**config.mk**
```make
export PLATFORM = sky130hd
export DESIGN_NAME = pkt_xfer_ctrl
export DESIGN_NICKNAME = d
export VERILOG_FILES = /design/src/rtl/pkt_xfer_ctrl.sv
export SDC_FILE = /design/constraint.sdc
export NUM_CORES = 1
export LEC_CHECK = 0
export CAP_MARGIN = 40
export CORE_MARGIN = 10
export CORE_UTILIZATION = 54
export DETAILED_ROUTE_END_ITERATION = 10
export GPL_ROUTABILITY_DRIVEN = 1
export PLACE_DENSITY = 0.84
export SYNTH_ARGS = -nofsm -noshare
export SYNTH_HDL_FRONTEND = slang
export SYNTH_SLANG_ARGS = --single-unit
export TNS_END_PERCENT = 30
```
**constraint.sdc**
```tcl
create_clock -name clk -period 2.2 [get_ports clk]
set_input_delay 0.66 -clock clk [delete_from_list [all_inputs] [get_ports clk]]
set_output_delay 0.66 -clock clk [all_outputs]
set_load 0.02 [all_outputs]
```
**src/rtl/pkt_xfer_ctrl.sv**
```systemverilog
// pkt_xfer_ctrl: sequences the shift buffer, packet register, SPI slave and
// TX buffer. The RX engine hands a packet to SPI one byte per chip-select
// frame. The TX engine serialises SPI-supplied bytes into the TX buffer.
// Every output is registered. Each output is computed from next-state logic,
// so it follows the qualifying input by exactly one clock.
module pkt_xfer_ctrl #(
  parameter int PKT_BYTES = 3,
  parameter int TX_BYTES  = 1,
  parameter int BYTE_W    = 8
) (
  input  logic       clk,
  input  logic       rst,
  input  logic       rx_mode,
  input  logic       pkt_rec,
  input  logic       cs_sync,
  input  logic       spi_out_rdy,
  input  logic       sh_en,
  input  logic       sh_en_done,
  output logic       pkt_ld,
  output logic       spi_ld,
  output logic       pkt_en,
  output logic       pkt_rst,
  output logic       tx_ld,
  output logic       tx_sh,
  output logic       tx_en,
  output logic [3:0] byte_idx,
  output logic       rx_ovf,
  output logic       busy
);

  typedef enum logic [1:0] {R_IDLE, R_LOAD, R_WAIT, R_XFER} rx_state_t;
  typedef enum logic [1:0] {T_IDLE, T_ARM, T_SHIFT} tx_state_t;

  localparam logic [3:0] PKT_N = 4'(PKT_BYTES);
  localparam logic [3:0] TX_N  = 4'(TX_BYTES);
  localparam logic [3:0] BW_N  = 4'(BYTE_W);

  rx_state_t  rx_state_reg, rx_state_next;
  tx_state_t  tx_state_reg, tx_state_next;
  logic       pkt_rec_q;
  logic [3:0] rx_rem_reg, rx_rem_next;
  logic [3:0] rx_idx_reg, rx_idx_next;
  logic       rx_ovf_next;
  logic [3:0] tx_bitcnt_reg, tx_bitcnt_next;
  logic [3:0] tx_idx_reg, tx_idx_next;
  logic [3:0] tx_idx_inc;
  logic       tx_byte_done;
  logic       rec_edge;
  logic       pkt_ld_next, spi_ld_next, pkt_en_next, pkt_rst_next;
  logic       tx_ld_next, tx_sh_next, tx_en_next;
  logic [3:0] byte_idx_next;
  logic       busy_next;

  assign rec_edge     = pkt_rec & ~pkt_rec_q;
  assign tx_byte_done = (tx_bitcnt_reg >= BW_N) || sh_en_done;
  assign tx_idx_inc   = (tx_idx_reg < TX_N) ? tx_idx_reg + 4'd1 : tx_idx_reg;

  // RX engine next-state: forced idle (and flags cleared) while TX mode is selected.
  always_comb begin
    rx_state_next = rx_state_reg;
    rx_rem_next   = rx_rem_reg;
    rx_idx_next   = rx_idx_reg;
    rx_ovf_next   = rx_ovf;
    pkt_ld_next   = 1'b0;
    spi_ld_next   = 1'b0;
    pkt_en_next   = 1'b0;
    pkt_rst_next  = 1'b0;
    if (!rx_mode) begin
      rx_state_next = R_IDLE;
      rx_rem_next   = 4'd0;
      rx_idx_next   = 4'd0;
      rx_ovf_next   = 1'b0;
    end else begin
      // A packet arriving while a transfer is in flight is dropped and flagged.
      if (rec_edge && rx_state_reg != R_IDLE) rx_ovf_next = 1'b1;
      case (rx_state_reg)
        R_IDLE: if (rec_edge) begin
          rx_state_next = R_LOAD;
          pkt_ld_next   = 1'b1;
          spi_ld_next   = 1'b1;
          rx_rem_next   = PKT_N;
          rx_idx_next   = 4'd0;
        end
        R_LOAD: begin
          pkt_rst_next  = 1'b1;
          rx_state_next = R_WAIT;
        end
        R_WAIT: if (!cs_sync) rx_state_next = R_XFER;
        R_XFER: if (cs_sync) begin
          pkt_en_next   = 1'b1;
          rx_rem_next   = (rx_rem_reg != 4'd0) ? rx_rem_reg - 4'd1 : 4'd0;
          rx_idx_next   = (rx_idx_reg < PKT_N) ? rx_idx_reg + 4'd1 : rx_idx_reg;
          rx_state_next = (rx_rem_reg <= 4'd1) ? R_IDLE : R_WAIT;
        end
        default: rx_state_next = R_IDLE;
      endcase
    end
  end

  // TX engine next-state: forced idle while RX mode is selected.
  always_comb begin
    tx_state_next  = tx_state_reg;
    tx_bitcnt_next = tx_bitcnt_reg;
    tx_idx_next    = tx_idx_reg;
    tx_ld_next     = 1'b0;
    tx_en_next     = 1'b0;
    if (rx_mode) begin
      tx_state_next  = T_IDLE;
      tx_bitcnt_next = 4'd0;
      tx_idx_next    = 4'd0;
    end else begin
      case (tx_state_reg)
        T_IDLE: if (!cs_sync) begin
          tx_state_next = T_ARM;
          tx_idx_next   = 4'd0;
        end
        T_ARM: if (spi_out_rdy) begin
          tx_ld_next     = 1'b1;
          tx_bitcnt_next = 4'd0;
          tx_state_next  = T_SHIFT;
        end
        T_SHIFT: begin
          // Byte completion takes priority over a coincident shift strobe.
          if (tx_byte_done) begin
            tx_idx_next   = tx_idx_inc;
            tx_state_next = (tx_idx_inc >= TX_N || sh_en_done) ? T_IDLE : T_ARM;
          end else if (sh_en) begin
            tx_en_next     = 1'b1;
            tx_bitcnt_next = tx_bitcnt_reg + 4'd1;
          end
        end
        default: tx_state_next = T_IDLE;
      endcase
    end
  end

  // Shared status outputs follow whichever engine is selected.
  always_comb begin
    tx_sh_next    = (tx_state_next == T_SHIFT);
    byte_idx_next = rx_mode ? rx_idx_next : tx_idx_next;
    busy_next     = rx_mode ? (rx_state_next != R_IDLE) : (tx_state_next != T_IDLE);
  end

  // State, counter and registered-output update.
  always_ff @(posedge clk or posedge rst) begin
    if (rst) begin
      rx_state_reg  <= R_IDLE;
      tx_state_reg  <= T_IDLE;
      pkt_rec_q     <= 1'b0;
      rx_rem_reg    <= 4'd0;
      rx_idx_reg    <= 4'd0;
      tx_bitcnt_reg <= 4'd0;
      tx_idx_reg    <= 4'd0;
      pkt_ld        <= 1'b0;
      spi_ld        <= 1'b0;
      pkt_en        <= 1'b0;
      pkt_rst       <= 1'b0;
      tx_ld         <= 1'b0;
      tx_sh         <= 1'b0;
      tx_en         <= 1'b0;
      byte_idx      <= 4'd0;
      rx_ovf        <= 1'b0;
      busy          <= 1'b0;
    end else begin
      rx_state_reg  <= rx_state_next;
      tx_state_reg  <= tx_state_next;
      pkt_rec_q     <= pkt_rec;
      rx_rem_reg    <= rx_rem_next;
      rx_idx_reg    <= rx_idx_next;
      tx_bitcnt_reg <= tx_bitcnt_next;
      tx_idx_reg    <= tx_idx_next;
      pkt_ld        <= pkt_ld_next;
      spi_ld        <= spi_ld_next;
      pkt_en        <= pkt_en_next;
      pkt_rst       <= pkt_rst_next;
      tx_ld         <= tx_ld_next;
      tx_sh         <= tx_sh_next;
      tx_en         <= tx_en_next;
      byte_idx      <= byte_idx_next;
      rx_ovf        <= rx_ovf_next;
      busy          <= busy_next;
    end
  end

endmodule

```
## Word-level counts from Yosys, hierarchy flattened

Index checks and enable logic that the tools add are counted.

- Add/sub/neg operators: 4
- Order comparisons: 5
- Eq/ne operators: 13
- Multiplexer cells: 51
- Bitwise gates (word level): 2
- Reduce and logical (&&, ||, !) cells: 12

Operators with widths:

| kind | number |
|---|---|
| $mux 4 | 17 |
| $pmux 4 s2 | 4 |
| $mux 1 | 19 |
| $mux 2 | 9 |
| $ne 3x3->1 const B | 5 |
| $add 4x1->4 const B | 3 |
| $eq 2x2->1 const B | 4 |
| $pmux 2 s4 | 1 |
| $pmux 2 s3 | 1 |
| $reduce_bool 2->1 | 3 |
| $eq 2x1->1 const B | 2 |
| $ge 4x1->1 const B | 1 |
| $ge 4x4->1 const B | 1 |
| $le 4x1->1 const B | 1 |
| $logic_not 2->1 | 2 |
| $lt 4x1->1 const B | 1 |
| $lt 4x2->1 const B | 1 |
| $reduce_and 4->1 | 1 |
| $reduce_bool 4->1 | 1 |
| $sub 4x1->4 const B | 1 |
| $ne 3x1->1 const B | 1 |
| $reduce_and 3->1 | 1 |
| $reduce_bool 3->1 | 1 |
| $logic_or 1x1->1 | 2 |
| other kinds (4) | 4 |

- Register bits: 33
- Bits of input ports: 8
- Output and inout bits: 13

## Longest topological paths before layout

- Depth in word-level cells: 10
- Gate-level depth with buffers: 7
- Depth with buffers taken out: 6

## Worst setup path after synthesis

OpenSTA, ideal clock, no wires.

- Path type: input port to flip-flop
- Start point: input pkt_rec
- End point: register busy
- Setup time: 139 ps
- Arrival: 1727 ps
- Required time: 2061 ps
- Slack: 334 ps
- Stages: 5
- Path buffers: 1
- Cells stage by stage: nand2b_4 buf_6 a311o_1 o211a_1 or4_1

- Word-level cells in the longest chain between the ends: 6

Ends and longest elaborated chain:

| item | line | text |
|---|---|---|
| start: declaration | 14 | `input logic pkt_rec,` |
| $and 1x1->1 | 54 | `assign rec_edge = pkt_rec & ~pkt_rec_q;` |
| $mux 2 | 77 | `R_IDLE: if (rec_edge) begin` |
| $pmux 2 s4 | 76 | `case (rx_state_reg)` |
| $mux 2 | 68 | `if (!rx_mode) begin` |
| via rx_state_next[1] | 38 | `rx_state_t rx_state_reg, rx_state_next;` |
| $reduce_bool 2->1 | 141 | `busy_next = rx_mode ? (rx_state_next != R_IDLE) : (tx_state_next != T_IDLE);` |
| $mux 1 | 141 |  |
| via busy_next | 52 | `logic busy_next;` |
| end signal: assignment | 181 | `busy <= busy_next;` |
| end: declaration | 28 | `output logic busy` |

The timed path passes the listed nets, and every way through them passes these cells.
A chain may end at the register's enable or synchronous reset.

## Worst setup path after layout

Same ends and word-level chain as after synthesis.

==> impl_metrics.tcl <==
set metrics [dict create \
    status "complete, no violations" \
    globalplace.congestion 0.915 \
    io_pins 21 \
    finalClockSkew_ns 0.00734 \
    critPathLaunchType "input pin" \
    ir_worst_vdd_mv 0.354 \
    place_hpwl_um 2620 \
    drv_slew 0 \
    synth_edf_count 0 \
    num_rows 20 \
    syn-mean-instance-area_um2 10.6 \
    dr.pass1.iters 4 \
    cp_data_required_time_ns 2.41 \
    p_per_area_nw_per_um2 634 \
    cts.repair.resized 0 \
    io_buffers 20 \
    final_common_cell "dfrtp_1" \
    fillers 229 \
    hold_slack_ns 0.513 \
    start_util_pct 55.5 \
    rsz0062_at_grt "no" \
    wl_met3_um 250 \
    relSlewSlack_pct 72.4 \
    hold_viol_final 0 \
    hold_class "flip-flop to flip-flop" \
    fin_crit_ns 2.04 \
    highest_layer "met4" \
    dieArea_um2 5750 \
    cts_root_buffer "clkbuf_4" \
    synthDistinctLibCells 48 \
    die_w_um 75.8 \
    cts_tree "done" \
    viasPerCell 5.42 \
    finalSetupViolCount 0 \
    vias 1252 \
    synth_seq_cells 33 \
    crit_type "input pin to flip-flop" \
    worst_slew_pin_slew_ns 0.413 \
    clockBufferDepth 2 \
    die_h_um 75.8 \
    yosysSeqAreaShare_pct 49.1 \
    drcViolationCount 0 \
    clock_latency_ns 0.33 \
    met2_length_um 1690 \
    synth_nets 175 \
    met1Wirelength_um 1410 \
    synth_warnings 0 \
    maxCapViolations 0 \
    clk_pin_slew_ns 0.10 \
    antennaDiodeCount 0 \
    clock_sinks 33 \
    async_flop_share_pct 100 \
    cts.htree.levels 2 \
    p_leak_nw 0.967 \
    area_delta_synth_final_pct 18.5 \
    cp_max_fo 2 \
    synth_top_flop_cell "dfrtp_1" \
    final_util_pct 65.8 \
    pre_cts_ws_ns -0.199 \
    clock.fmax_mhz 490 \
    drive_above_1_share_pct 13.4 \
    layout_common_cells "dfrtp_1 (33), clkdlybuf4s50_1 (20), nor2_1 (16), inv_1 (12), o21ai_0 (10)" \
    setup_slack_ns 0.161 \
    postCtsSetupRepairBufs 0 \
    ant_nets 0 \
    final_nets 203 \
    finalCritPeriodShare_pct 92.7 \
    antenna_found_initial 0 \
    core_area_um2 3030 \
    wire_per_inst_um 14.9 \
    grt_pass1_wl_um 5740 \
    syn_area_um2 1680 \
    arrival_ns 2.25 \
    multiInputGateArea_um2 751 \
    yosys.area.top_type_share_pct 49.1 \
    synth.largest_area_cell "dfrtp_1" \
    synthTopCellsByArea "dfrtp_1 (49%), ha_1 (6.7%), nor2_1 (3.6%), o21ai_0 (3.0%), inv_1 (2.7%)" \
    cts_buffers 5 \
    grt_max_degree 34 \
    grt_pass1_vias 1232 \
    seq_area_um2 826 \
    cp-end-kind "flip-flop" \
    first_iter_violations 83 \
    post_cts_hold_buffer_count 0 \
    syn-instance-count 158 \
    gr-total-overflow 0 \
    grt_usage_pct 13.2 \
    totalWireLength_um 3440 \
]
worst paths after layout:
path / startpoint / endpoint / slack, ns / cells past startpoint
setup / recovery: pkt_rec / busy$_DFF_PP0_ / 0.16 / 5
hold / removal: rx_ovf$_DFFE_PP0P_ / rx_ovf$_DFFE_PP0P_ / 0.51 / 1
setup reg to reg: rx_state_reg[1]$_DFF_PP0_ / busy$_DFF_PP0_ / 0.24 / 5
hold reg to reg: rx_ovf$_DFFE_PP0P_ / rx_ovf$_DFFE_PP0P_ / 0.51 / 1
max in group asynchronous: rst / tx_idx_reg[2]$_DFF_PP0_ / 1.21 / 3
min in group asynchronous: rst / tx_en$_DFF_PP0_ / 0.70 / 3
Yosys cell counts (2+ instances only):
| master | number |
|---|---|
| dfrtp_1 | 33 |
| nand2_1 | 8 |
| a21boi_0 | 3 |
| o211a_1 | 2 |
| mux2i_1 | 4 |
| a21oi_1 | 5 |
| nor2b_1 | 2 |
| o21ai_0 | 10 |
| o2bb2ai_1 | 2 |
| and2_1 | 2 |
| or2_2 | 4 |
| o22ai_1 | 2 |
| clkbuf_1 | 2 |
| buf_4 | 3 |
| nor2_1 | 16 |
| nor3_1 | 4 |
| o21bai_1 | 2 |
| ha_1 | 9 |
| o311a_1 | 2 |
| inv_1 | 12 |
| o21a_1 | 2 |
| a22o_1 | 3 |
per-stage QoR:
step | area, um2 | setup TNS [ns] | std cells | total power [mW]
6_report | 1990 | 0 | 231 | 1.26
2_1_floorplan | 1680 | 0 | 158 | 0.869
3_3_place_gp | 1940 | -0.636 | 223 | 0.937
3_5_place_dp | 1940 | -1.09 | 223 | 0.952
4_1_cts | 1990 | 0 | 231 | 1.27
5_1_grt | 1990 | 0 | 231 | 1.33
metal layers:
layer	vias up	GRT usage, %
li1	611	-
met1	600	14.5
met2	31	21.6
met3	10	5.60
met4	0	5.98
met5	-	0
cell type report:
class                   count  area share, %
inverters                  12           2.26
flip-flops and latches     33           41.4
repair buffers             29           13.4
well taps                  44           2.76
multi-input cells         105           37.7
clock buffers               8           2.45
where the power goes:
part | leakage (nW) | switching, mW | internal, mW
sequential | 0.451 | 0.0230 | 0.637
combinational | 0.490 | 0.154 | 0.127
clock | 0.0265 | 0.195 | 0.127
total | 0.967 | 0.372 | 0.891
worst max-delay path, cell delays in order:
cell and delay [ns]:
clkdlybuf4s50_1 0.53, nand2b_4 0.06, a311o_1 0.35, o211a_1 0.23
or4_1 0.42
kinds of logic after synthesis:
kind of cell               synth area share, %
xor gates and xnor gates                 0.521
AOI/OAI and AO/OA                         18.2
buffers and inverters                     6.25
and+or+nand+nor                           16.8
DFF                                       49.1
muxes                                     2.38
adders and majority gates                 6.70
No activity file was read; power rests on OpenSTA's default activity.
